--- config.mk ---
export PLATFORM = sky130hd
export DESIGN_NAME = uart_param
export DESIGN_NICKNAME = d
export VERILOG_FILES = /design/src/rtl/uart_param.sv
export SDC_FILE = /design/constraint.sdc
export NUM_CORES = 1
export LEC_CHECK = 0
export CAP_MARGIN = 30
export CORE_ASPECT_RATIO = 1.75
export CORE_MARGIN = 10
export CORE_UTILIZATION = 40
export DETAILED_ROUTE_END_ITERATION = 10
export GPL_ROUTABILITY_DRIVEN = 0
export PLACE_DENSITY = 0.61
export REMOVE_ABC_BUFFERS = 1
export SYNTH_ARGS = -nofsm -noshare
export SYNTH_HDL_FRONTEND = slang
export SYNTH_SLANG_ARGS = --single-unit
export TNS_END_PERCENT = 30
--- constraint.sdc ---
create_clock -name clk -period 3.6 [get_ports clk]
set_input_delay 0.54 -clock clk [delete_from_list [all_inputs] [get_ports clk]]
set_output_delay 0.54 -clock clk [all_outputs]
set_load 0.01 [all_outputs]
--- src/rtl/uart_param.sv ---
// Parametrised full-duplex UART: configurable data width and bit period, run-time
// parity (none/even/odd) and 1 or 2 stop bits, mid-bit sampling with false-start rejection.
module uart_param #(
    parameter int DATA_WIDTH   = 8,
    parameter int CLKS_PER_BIT = 16
) (
    input  logic                  clk,
    input  logic                  reset,
    input  logic [1:0]            parity_mode,
    input  logic                  two_stop,
    input  logic                  enable,
    input  logic [DATA_WIDTH-1:0] i_data,
    output logic                  o_busy,
    output logic                  serial_out,
    input  logic                  serial_in,
    output logic [DATA_WIDTH-1:0] received_data,
    output logic                  data_is_valid,
    output logic                  rx_error,
    output logic                  parity_error
);

    localparam int CW = $clog2(CLKS_PER_BIT);
    localparam int BW = $clog2(9);
    localparam logic [CW-1:0] BIT_END   = CW'(CLKS_PER_BIT - 1);
    localparam logic [CW-1:0] HALF_END  = CW'(CLKS_PER_BIT / 2 - 1);
    localparam logic [BW-1:0] LAST_DATA = BW'(DATA_WIDTH - 1);

    // ---------------------------------------------------------------- TX
    typedef enum logic [2:0] {TX_IDLE, TX_START, TX_DATA, TX_PARITY, TX_STOP} tx_state_t;

    tx_state_t             tx_state_reg, tx_state_next;
    logic [CW-1:0]         tx_cnt_reg, tx_cnt_next;
    logic [BW-1:0]         tx_bit_reg, tx_bit_next;
    logic [DATA_WIDTH-1:0] tx_shift_reg, tx_shift_next;
    logic                  tx_par_en_reg, tx_par_en_next;
    logic                  tx_par_bit_reg, tx_par_bit_next;
    logic                  tx_two_reg, tx_two_next;
    logic                  tx_line_reg, tx_line_next;
    logic                  tx_busy_reg, tx_busy_next;
    logic                  tx_tick, tx_load;

    always_ff @(posedge clk or negedge reset) begin
        if (!reset) begin
            tx_state_reg   <= TX_IDLE;
            tx_cnt_reg     <= '0;
            tx_bit_reg     <= '0;
            tx_shift_reg   <= '0;
            tx_par_en_reg  <= 1'b0;
            tx_par_bit_reg <= 1'b0;
            tx_two_reg     <= 1'b0;
            tx_line_reg    <= 1'b1;
            tx_busy_reg    <= 1'b0;
        end else begin
            tx_state_reg   <= tx_state_next;
            tx_cnt_reg     <= tx_cnt_next;
            tx_bit_reg     <= tx_bit_next;
            tx_shift_reg   <= tx_shift_next;
            tx_par_en_reg  <= tx_par_en_next;
            tx_par_bit_reg <= tx_par_bit_next;
            tx_two_reg     <= tx_two_next;
            tx_line_reg    <= tx_line_next;
            tx_busy_reg    <= tx_busy_next;
        end
    end

    always_comb begin
        tx_tick         = (tx_cnt_reg == BIT_END);
        tx_load         = 1'b0;
        tx_state_next   = tx_state_reg;
        tx_cnt_next     = tx_tick ? '0 : tx_cnt_reg + 1'b1;
        tx_bit_next     = tx_bit_reg;
        tx_shift_next   = tx_shift_reg;
        tx_par_en_next  = tx_par_en_reg;
        tx_par_bit_next = tx_par_bit_reg;
        tx_two_next     = tx_two_reg;
        tx_line_next    = tx_line_reg;
        case (tx_state_reg)
            TX_IDLE: begin
                tx_cnt_next  = '0;
                tx_line_next = 1'b1;
                tx_load      = enable;
            end
            TX_START: begin
                if (tx_tick) begin
                    tx_state_next = TX_DATA;
                    tx_line_next  = tx_shift_reg[0];
                end
            end
            TX_DATA: begin
                if (tx_tick) begin
                    tx_shift_next = tx_shift_reg >> 1;
                    if (tx_bit_reg == LAST_DATA) begin
                        tx_bit_next = '0;
                        if (tx_par_en_reg) begin
                            tx_state_next = TX_PARITY;
                            tx_line_next  = tx_par_bit_reg;
                        end else begin
                            tx_state_next = TX_STOP;
                            tx_line_next  = 1'b1;
                        end
                    end else begin
                        tx_bit_next  = tx_bit_reg + 1'b1;
                        tx_line_next = tx_shift_reg[1];
                    end
                end
            end
            TX_PARITY: begin
                if (tx_tick) begin
                    tx_state_next = TX_STOP;
                    tx_line_next  = 1'b1;
                end
            end
            TX_STOP: begin
                if (tx_tick) begin
                    if (tx_two_reg && (tx_bit_reg == '0)) begin
                        tx_bit_next = 1'b1;
                    end else if (enable) begin
                        // Accepting on the last stop cycle keeps back-to-back frames gapless.
                        tx_load = 1'b1;
                    end else begin
                        tx_state_next = TX_IDLE;
                        tx_bit_next   = '0;
                        tx_line_next  = 1'b1;
                    end
                end
            end
            default: tx_state_next = TX_IDLE;
        endcase
        if (tx_load) begin
            tx_state_next   = TX_START;
            tx_cnt_next     = '0;
            tx_bit_next     = '0;
            tx_shift_next   = i_data;
            tx_par_en_next  = (parity_mode == 2'b01) || (parity_mode == 2'b10);
            tx_par_bit_next = (^i_data) ^ (parity_mode == 2'b10);
            tx_two_next     = two_stop;
            tx_line_next    = 1'b0;
        end
        tx_busy_next = (tx_state_next != TX_IDLE);
    end

    assign serial_out = tx_line_reg;
    assign o_busy     = tx_busy_reg;

    // ---------------------------------------------------------------- RX
    typedef enum logic [2:0] {RX_IDLE, RX_START_CHK, RX_DATA, RX_PARITY, RX_STOP, RX_BREAK} rx_state_t;

    logic [1:0]            rx_sync_reg;
    logic                  rx_bit;
    rx_state_t             rx_state_reg, rx_state_next;
    logic [CW-1:0]         rx_cnt_reg, rx_cnt_next;
    logic [BW-1:0]         rx_bit_cnt_reg, rx_bit_cnt_next;
    logic [DATA_WIDTH-1:0] rx_shift_reg, rx_shift_next;
    logic [DATA_WIDTH-1:0] rx_data_reg, rx_data_next;
    logic                  rx_par_en_reg, rx_par_en_next;
    logic                  rx_odd_reg, rx_odd_next;
    logic                  rx_two_reg, rx_two_next;
    logic                  rx_par_fail_reg, rx_par_fail_next;
    logic                  rx_stop_fail_reg, rx_stop_fail_next;
    logic                  rx_valid_reg, rx_valid_next;
    logic                  rx_err_reg, rx_err_next;
    logic                  rx_perr_reg, rx_perr_next;
    logic                  rx_tick, rx_frame_bad;

    always_ff @(posedge clk or negedge reset) begin
        if (!reset) begin
            rx_sync_reg <= 2'b11;
        end else begin
            rx_sync_reg <= {rx_sync_reg[0], serial_in};
        end
    end

    assign rx_bit = rx_sync_reg[1];

    always_ff @(posedge clk or negedge reset) begin
        if (!reset) begin
            rx_state_reg     <= RX_IDLE;
            rx_cnt_reg       <= '0;
            rx_bit_cnt_reg   <= '0;
            rx_shift_reg     <= '0;
            rx_data_reg      <= '0;
            rx_par_en_reg    <= 1'b0;
            rx_odd_reg       <= 1'b0;
            rx_two_reg       <= 1'b0;
            rx_par_fail_reg  <= 1'b0;
            rx_stop_fail_reg <= 1'b0;
            rx_valid_reg     <= 1'b0;
            rx_err_reg       <= 1'b0;
            rx_perr_reg      <= 1'b0;
        end else begin
            rx_state_reg     <= rx_state_next;
            rx_cnt_reg       <= rx_cnt_next;
            rx_bit_cnt_reg   <= rx_bit_cnt_next;
            rx_shift_reg     <= rx_shift_next;
            rx_data_reg      <= rx_data_next;
            rx_par_en_reg    <= rx_par_en_next;
            rx_odd_reg       <= rx_odd_next;
            rx_two_reg       <= rx_two_next;
            rx_par_fail_reg  <= rx_par_fail_next;
            rx_stop_fail_reg <= rx_stop_fail_next;
            rx_valid_reg     <= rx_valid_next;
            rx_err_reg       <= rx_err_next;
            rx_perr_reg      <= rx_perr_next;
        end
    end

    always_comb begin
        rx_tick           = (rx_cnt_reg == BIT_END);
        rx_frame_bad      = rx_stop_fail_reg | ~rx_bit;
        rx_state_next     = rx_state_reg;
        rx_cnt_next       = rx_tick ? '0 : rx_cnt_reg + 1'b1;
        rx_bit_cnt_next   = rx_bit_cnt_reg;
        rx_shift_next     = rx_shift_reg;
        rx_data_next      = rx_data_reg;
        rx_par_en_next    = rx_par_en_reg;
        rx_odd_next       = rx_odd_reg;
        rx_two_next       = rx_two_reg;
        rx_par_fail_next  = rx_par_fail_reg;
        rx_stop_fail_next = rx_stop_fail_reg;
        rx_valid_next     = 1'b0;
        rx_err_next       = 1'b0;
        rx_perr_next      = 1'b0;
        case (rx_state_reg)
            RX_IDLE: begin
                rx_cnt_next = '0;
                if (!rx_bit) begin
                    rx_state_next     = RX_START_CHK;
                    rx_bit_cnt_next   = '0;
                    rx_par_en_next    = (parity_mode == 2'b01) || (parity_mode == 2'b10);
                    rx_odd_next       = (parity_mode == 2'b10);
                    rx_two_next       = two_stop;
                    rx_par_fail_next  = 1'b0;
                    rx_stop_fail_next = 1'b0;
                end
            end
            RX_START_CHK: begin
                if (rx_cnt_reg == HALF_END) begin
                    rx_cnt_next   = '0;
                    rx_state_next = rx_bit ? RX_IDLE : RX_DATA;
                end
            end
            RX_DATA: begin
                if (rx_tick) begin
                    rx_shift_next = {rx_bit, rx_shift_reg[DATA_WIDTH-1:1]};
                    if (rx_bit_cnt_reg == LAST_DATA) begin
                        rx_bit_cnt_next = '0;
                        rx_state_next   = rx_par_en_reg ? RX_PARITY : RX_STOP;
                    end else begin
                        rx_bit_cnt_next = rx_bit_cnt_reg + 1'b1;
                    end
                end
            end
            RX_PARITY: begin
                if (rx_tick) begin
                    rx_par_fail_next = rx_bit != ((^rx_shift_reg) ^ rx_odd_reg);
                    rx_state_next    = RX_STOP;
                end
            end
            RX_STOP: begin
                if (rx_tick) begin
                    if (rx_two_reg && (rx_bit_cnt_reg == '0)) begin
                        rx_bit_cnt_next   = 1'b1;
                        rx_stop_fail_next = rx_stop_fail_reg | ~rx_bit;
                    end else begin
                        // Final stop sample: report, then park in BREAK while the line is held low.
                        rx_bit_cnt_next = '0;
                        if (!rx_frame_bad && !rx_par_fail_reg) begin
                            rx_valid_next = 1'b1;
                            rx_data_next  = rx_shift_reg;
                        end else begin
                            rx_err_next  = 1'b1;
                            rx_perr_next = rx_par_fail_reg & ~rx_frame_bad;
                        end
                        rx_state_next = rx_bit ? RX_IDLE : RX_BREAK;
                    end
                end
            end
            RX_BREAK: begin
                rx_cnt_next = '0;
                if (rx_bit) begin
                    rx_state_next = RX_IDLE;
                end
            end
            default: rx_state_next = RX_IDLE;
        endcase
    end

    assign received_data = rx_data_reg;
    assign data_is_valid = rx_valid_reg;
    assign rx_error      = rx_err_reg;
    assign parity_error  = rx_perr_reg;

endmodule

== Yosys cells after proc, flatten, opt, wreduce, memory -nomap -nowiden ==
Index checks and enable logic that the tools add are counted.

* Register bits after elaboration: 61
* Input bits: 15
* Output and inout port bits: 13

* Multiplexer cells: 76
* Bitwise operators: 7
* Equal/unequal tests: 33
* Reductions and logical operators: 31
* Add/sub/neg operators: 4

{| class="wikitable"
|+ Operator list
! kind !! number
|-
| $mux 4 || 15
|-
| $mux 3 || 19
|-
| $mux 1 || 29
|-
| $mux 8 || 3
|-
| $ne 2x2->1 const B || 9
|-
| $ne 3x3->1 const B || 6
|-
| $pmux 3 s6 || 1
|-
| $add 4x1->4 const B || 4
|-
| $pmux 4 s2 || 2
|-
| $reduce_and 4->1 || 4
|-
| $reduce_xor 8->1 || 2
|-
| $pmux 3 s5 || 1
|-
| $eq 3x2->1 const B || 4
|-
| $eq 4x3->1 const B || 3
|-
| $pmux 4 s3 || 1
|-
| $eq 3x3->1 const B || 3
|-
| $reduce_bool 3->1 || 3
|-
| $eq 4x4->1 const B || 2
|-
| $logic_not 4->1 || 2
|-
| $reduce_and 8->1 || 1
|-
| $reduce_bool 2->1 || 4
|-
| $reduce_and 7->1 || 1
|-
| $eq 3x1->1 const B || 2
|-
| $logic_not 3->1 || 2
|-
| 18 further kinds || 28
|}

== Logic depth before layout (Yosys ltp) ==
* Word-level depth: 8
* Depth in mapped cells: 7
* Depth with buffers taken out: 6

== Worst setup path after synthesis ==
OpenSTA, ideal clock, no wires.

* Path type: reg2reg
* From: register tx_cnt_reg[0]
* To: register tx_bit_reg[0]
* Library setup time: 127 ps
* Path buffers: 1
* Cell stages (with the launch flop): 7
* Period minus slack after synthesis: 1847 ps
* Slack: 1753 ps
* Data arrival time: 1719 ps
* Path through: dfrtp_1 ha_1 and3_1 buf_4 a211oi_2 or2_2 mux2_1

* Word-level cells in the longest chain between the ends: 5
* Elaborated cells between the ends (all ways): 9
* Classes of those cells: 4 x eq/ne; 3 x mux; 2 x reduce/logical

{| class="wikitable"
|+ RTL lines
! what !! RTL line !! text
|-
| start, declared || 32 || <nowiki>logic [CW-1:0] tx_cnt_reg, tx_cnt_next;</nowiki>
|-
| start signal, assigned || 55 || <nowiki>tx_cnt_reg <= tx_cnt_next;</nowiki>
|-
| $eq 4x4->1 (*) || 67 || <nowiki>tx_tick = (tx_cnt_reg == BIT_END);</nowiki>
|-
| $mux 1 || 114 || <nowiki>if (tx_tick) begin</nowiki>
|-
| $pmux 1 s2 || 77 || <nowiki>case (tx_state_reg)</nowiki>
|-
| $ne 4x4->1 (no source line) (tied with other cells) || - ||
|-
| $reduce_and 4->1 (no source line) || - ||
|-
| end signal, assigned || 56 || <nowiki>tx_bit_reg <= tx_bit_next;</nowiki>
|-
| end, declared || 33 || <nowiki>logic [BW-1:0] tx_bit_reg, tx_bit_next;</nowiki>
|}

Mark *: on every way between the ends. The rest lies on a longest branch, timed or not.
A chain may end at the register's enable or synchronous reset.

== Worst setup path in the final report ==
* From: register tx_cnt_reg[0]
* To: register tx_shift_reg[0]

* Word-level cells in the longest chain between the ends: 5
* Elaborated cells between the ends (all ways): 7
* Classes of those cells: 1 x eq/ne; 3 x mux; 3 x reduce/logical

{| class="wikitable"
|+ RTL lines
! what !! RTL line !! text
|-
| $eq 4x4->1 (*) || 67 ||
|-
| $mux 1 || 114 ||
|-
| $pmux 1 s2 || 77 ||
|-
| $reduce_bool 2->1 (no source line) || - ||
|-
| $reduce_and 2->1 (no source line) || - ||
|-
| end signal, assigned || 57 || <nowiki>tx_shift_reg <= tx_shift_next;</nowiki>
|-
| end, declared || 34 || <nowiki>logic [DATA_WIDTH-1:0] tx_shift_reg, tx_shift_next;</nowiki>
|}

Marked as above.

==> metrics.md <==
| Metric | Value |
|---|---|
| Syn-to-layout area delta | 19.03% |
| Crit-path max FO | 10 |
| Final non-filler cell total | 412 |
| Crit path cell chain | ha_1 > and3_1 > nand2_1 > a21boi_0 > a221o_1 |
| Comb pwr share | 0.282 |
| Fin. Hold Viols | 0 |
| DP Wirelength | 5.022 mm |
| Placed cells | 395 |
| LEAKAGE | 1.741 nW |
| Antenna Nets Post-Route | 0 |
| CP delay by family, top | simple AND/OR/NAND/NOR gates |
| RSZ-0062 raised after global routing | no |
| WL/cell | 16.61 um |
| Status | complete, no violations |
| H-tree levels | 3 |
| Fin util | 0.4885 |
| Post-synth EDFFs | 0 |
| Final setup fails | 0 |
| First-pass GRT wire length | 11.63 mm |
| Syn Std Cell Area | 3268 um^2 |
| Die W | 88.33 um |
| Cells after synthesis | 286 |
| Final Cycle Share | 0.5894 |
| Share of the yosys chip area belonging to registers | 0.4682 |
| Setup repair bufs after CTS | 0 |
| Pin count of the biggest net entering global routing | 44 |
| WP buf/inv | 0 |
| Largest family of logic cells by synthesized area | simple AND/OR/NAND/NOR gates |
| Fin Setup TNS | 0 ps |
| Die Y | 139.6 um |
| Total core area | 7963 um^2 |
| Sequential share of power | 0.413 |
| Clock power frac | 0.305 |
| Top cell type's share of synthesized area | 0.4441 |
| Sw Pwr | 0.0008666 W |
| Syn avg cell area | 11.43 um^2 |
| Post-synth ARST share | 1.000 |
| Layout cells sized above 1 | 0.2081 |
| Worst hold slack | 85.26 ps |
| Post-Synth Simple-Gate Area | 0.1742 |
| Max Cap Viol | 0 |
| # clock sinks | 61 |
| Worst IR Drop VDD | 0.0004376 V |
| Critical Path AT | 2330 ps |
| DR pass1 iterations | 5 |
| Data required time of the critical path | 3810 ps |
| Pwr/cell area | 660.9 nW/um^2 |
| GRT Overall Usage | 0.1191 |
| Full die area | 12330 um^2 |
| Max stage delay on crit path | 440 ps |
| Worst clock skew | 4.242 ps |
| Initial antenna violation count | 0 |
| Primary FF master, synth | dfrtp_1 |
| Adder-cell share of the synthesized area | 0.02680 |
| Clock slew at reported path FFs | 50 ps |
| Yosys cell types | 71 |
| Sw frac | 0.3371 |
| Post-Route WL | 6.844 mm |
| Slowest CP cell | and3_1 |
| Site Rows | 43 |
| Fmax | 471.3 MHz |
| Internal power | 0.001704 W |
| #FFs+latches synth | 61 |
| Worst Hold Class | in2async |
| Synth area leaders | dfrtp_1 (44%), mux2_2 (5.2%), mux2_4 (3.7%), xnor2_1 (3.2%), ha_1 (2.7%) |
| Tmin final | 2122 ps |
| ANT cells | 0 |
| CTS Root Cell | clkbuf_16 |
| Critical path startpoint category | register |
| Xor and xnor area share after synthesis | 0.05398 |
| Final slew viol count | 0 |
| Gr ovfl total | 0 |
| Ports | 28 |
| Nets | 339 |
| Worst Tran Pin Value | 471.5 ps |
| Starting DRC count in detailed routing | 129 |
| Inserted Clock Buffers | 9 |
| Yosys warnings | 0 |
| CTS tree | built |
| WS Path Type | reg2reg |
| Buffers added on ports | 27 |
| Critical Path End Type | register |
| Via/cell ratio | 5.731 |
| DR DRC count | 0 |
| Hold-fix buffers, CTS | 0 |
| Clock buffer depth | 2 |
| Clk_lat worst skew | 330 ps |
| Via count | 2361 |
| Leading area contributor after synthesis | dfrtp_1 |
| Vias in the first global route | 2435 |
| Worst relative slew slack | 0.6843 |
| Mux cell area share after synthesis | 0.1133 |
| Initial Utilization | 0.4104 |
| Synth Area in Compound Gates | 0.1290 |
| Resized cells post-CTS | 0 |
==> cells by family after synthesis <==
family | Yosys count
simple gates | 88
fa+ha+maj | 7
mux | 31
flops | 61
xor+xnor | 17
buf+inv | 22
compound gates | 60
==> worst paths after layout <==
check                                from              end  slack (ps)  cells after the start
setup / recovery            tx_cnt_reg[0]  tx_shift_reg[0]        1480                      5
max in group asynchronous           reset       serial_out        2660                      3
min in group clk           rx_sync_reg[0]   rx_sync_reg[1]         350                      0
hold reg to reg            rx_sync_reg[0]   rx_sync_reg[1]         350                      0
setup reg to reg            tx_cnt_reg[0]  tx_shift_reg[0]        1480                      5
hold / removal                      reset  tx_shift_reg[6]          90                      1
==> per-stage QoR <==
stage | power [W] | instance area (um^2) | worst slack, ps
floorplan | 0.001569 | 3201 | 1601
global placement | 0.001770 | 3593 | 1320
detailed placement | 0.001797 | 3593 | 1274
CTS | 0.002599 | 3870 | 1477
global route | 0.002744 | 3890 | 1331
finish | 0.002571 | 3890 | 1478
==> area by class of cell <==
class                   count  area (um^2)
inverters                  12        45.04
clock buffers               9        225.2
fillers                   743         4073
multi-input cells         203         1625
clock inverters             7        51.30
flip-flops and latches     61         1530
well taps                  90        112.6
repair buffers             30        300.3
==> cells in the mapped netlist, drive strengths merged, types with 3 or more instances <==
| cell | number |
|---|---|
| buf | 8 |
| dfstp | 3 |
| nor2 | 7 |
| nor3 | 6 |
| nand3b | 5 |
| or2 | 7 |
| xor2 | 3 |
| and3 | 4 |
| xnor2 | 12 |
| nand3 | 15 |
| dfrtp | 58 |
| o21ai | 16 |
| mux2i | 7 |
| ha | 7 |
| nand2 | 15 |
| a21oi | 14 |
| nor2b | 5 |
| nor3b | 6 |
| a21o | 3 |
| inv | 12 |
| mux2 | 24 |
==> layout by cell type, fill, tap and decap left out, types with 2 or more instances in the layout <==
master / n
nand2_1: 14
xnor3_1: 2
dfstp_2: 3
dfrtp_1: 58
nand3b_1: 5
and3_1: 4
clkdlybuf4s50_1: 26
clkinvlp_4: 2
o21a_1: 2
a21oi_1: 14
a221o_1: 2
xnor2_1: 12
nor2b_1: 5
ha_1: 7
clkinv_2: 2
or2_2: 6
a21o_1: 2
nor3b_2: 2
and4bb_2: 2
mux2i_1: 7
o31ai_1: 2
clkinv_4: 2
xor2_1: 3
nor3b_1: 4
mux2_4: 8
nor3_1: 4
mux2_2: 15
a32oi_1: 2
clkbuf_16: 9
nand3_1: 15
o22ai_1: 2
nor2_1: 7
buf_4: 2
inv_1: 12
o21ai_0: 15
nand4b_1: 2
nand4bb_1: 2
==> power by group through the flow <==
stage	combinational, W	clock [W]	sequential (W)
floorplan	0.000557	0	0.00101
global placement	0.000707	0	0.00106
detailed placement	0.000726	0	0.00107
CTS	0.000732	0.000807	0.00106
global route	0.000819	0.000841	0.00108
finish	0.000724	0.000784	0.00106
==> layer usage <==
layer | global-route usage | routed length, um
met1 | 0.1224 | 2684
met2 | 0.2082 | 3726
met3 | 0.03799 | 288
met4 | 0.05731 | 144
met5 | 0 | 0
==> worst reg2reg max path: stages, from the launching register on <==
cell	delay, ps
dfrtp_1	390
ha_1	270
and3_1	440
nand2_1	330
a21boi_0	240
a221o_1	330
No activity file was read; power rests on OpenSTA's default activity.
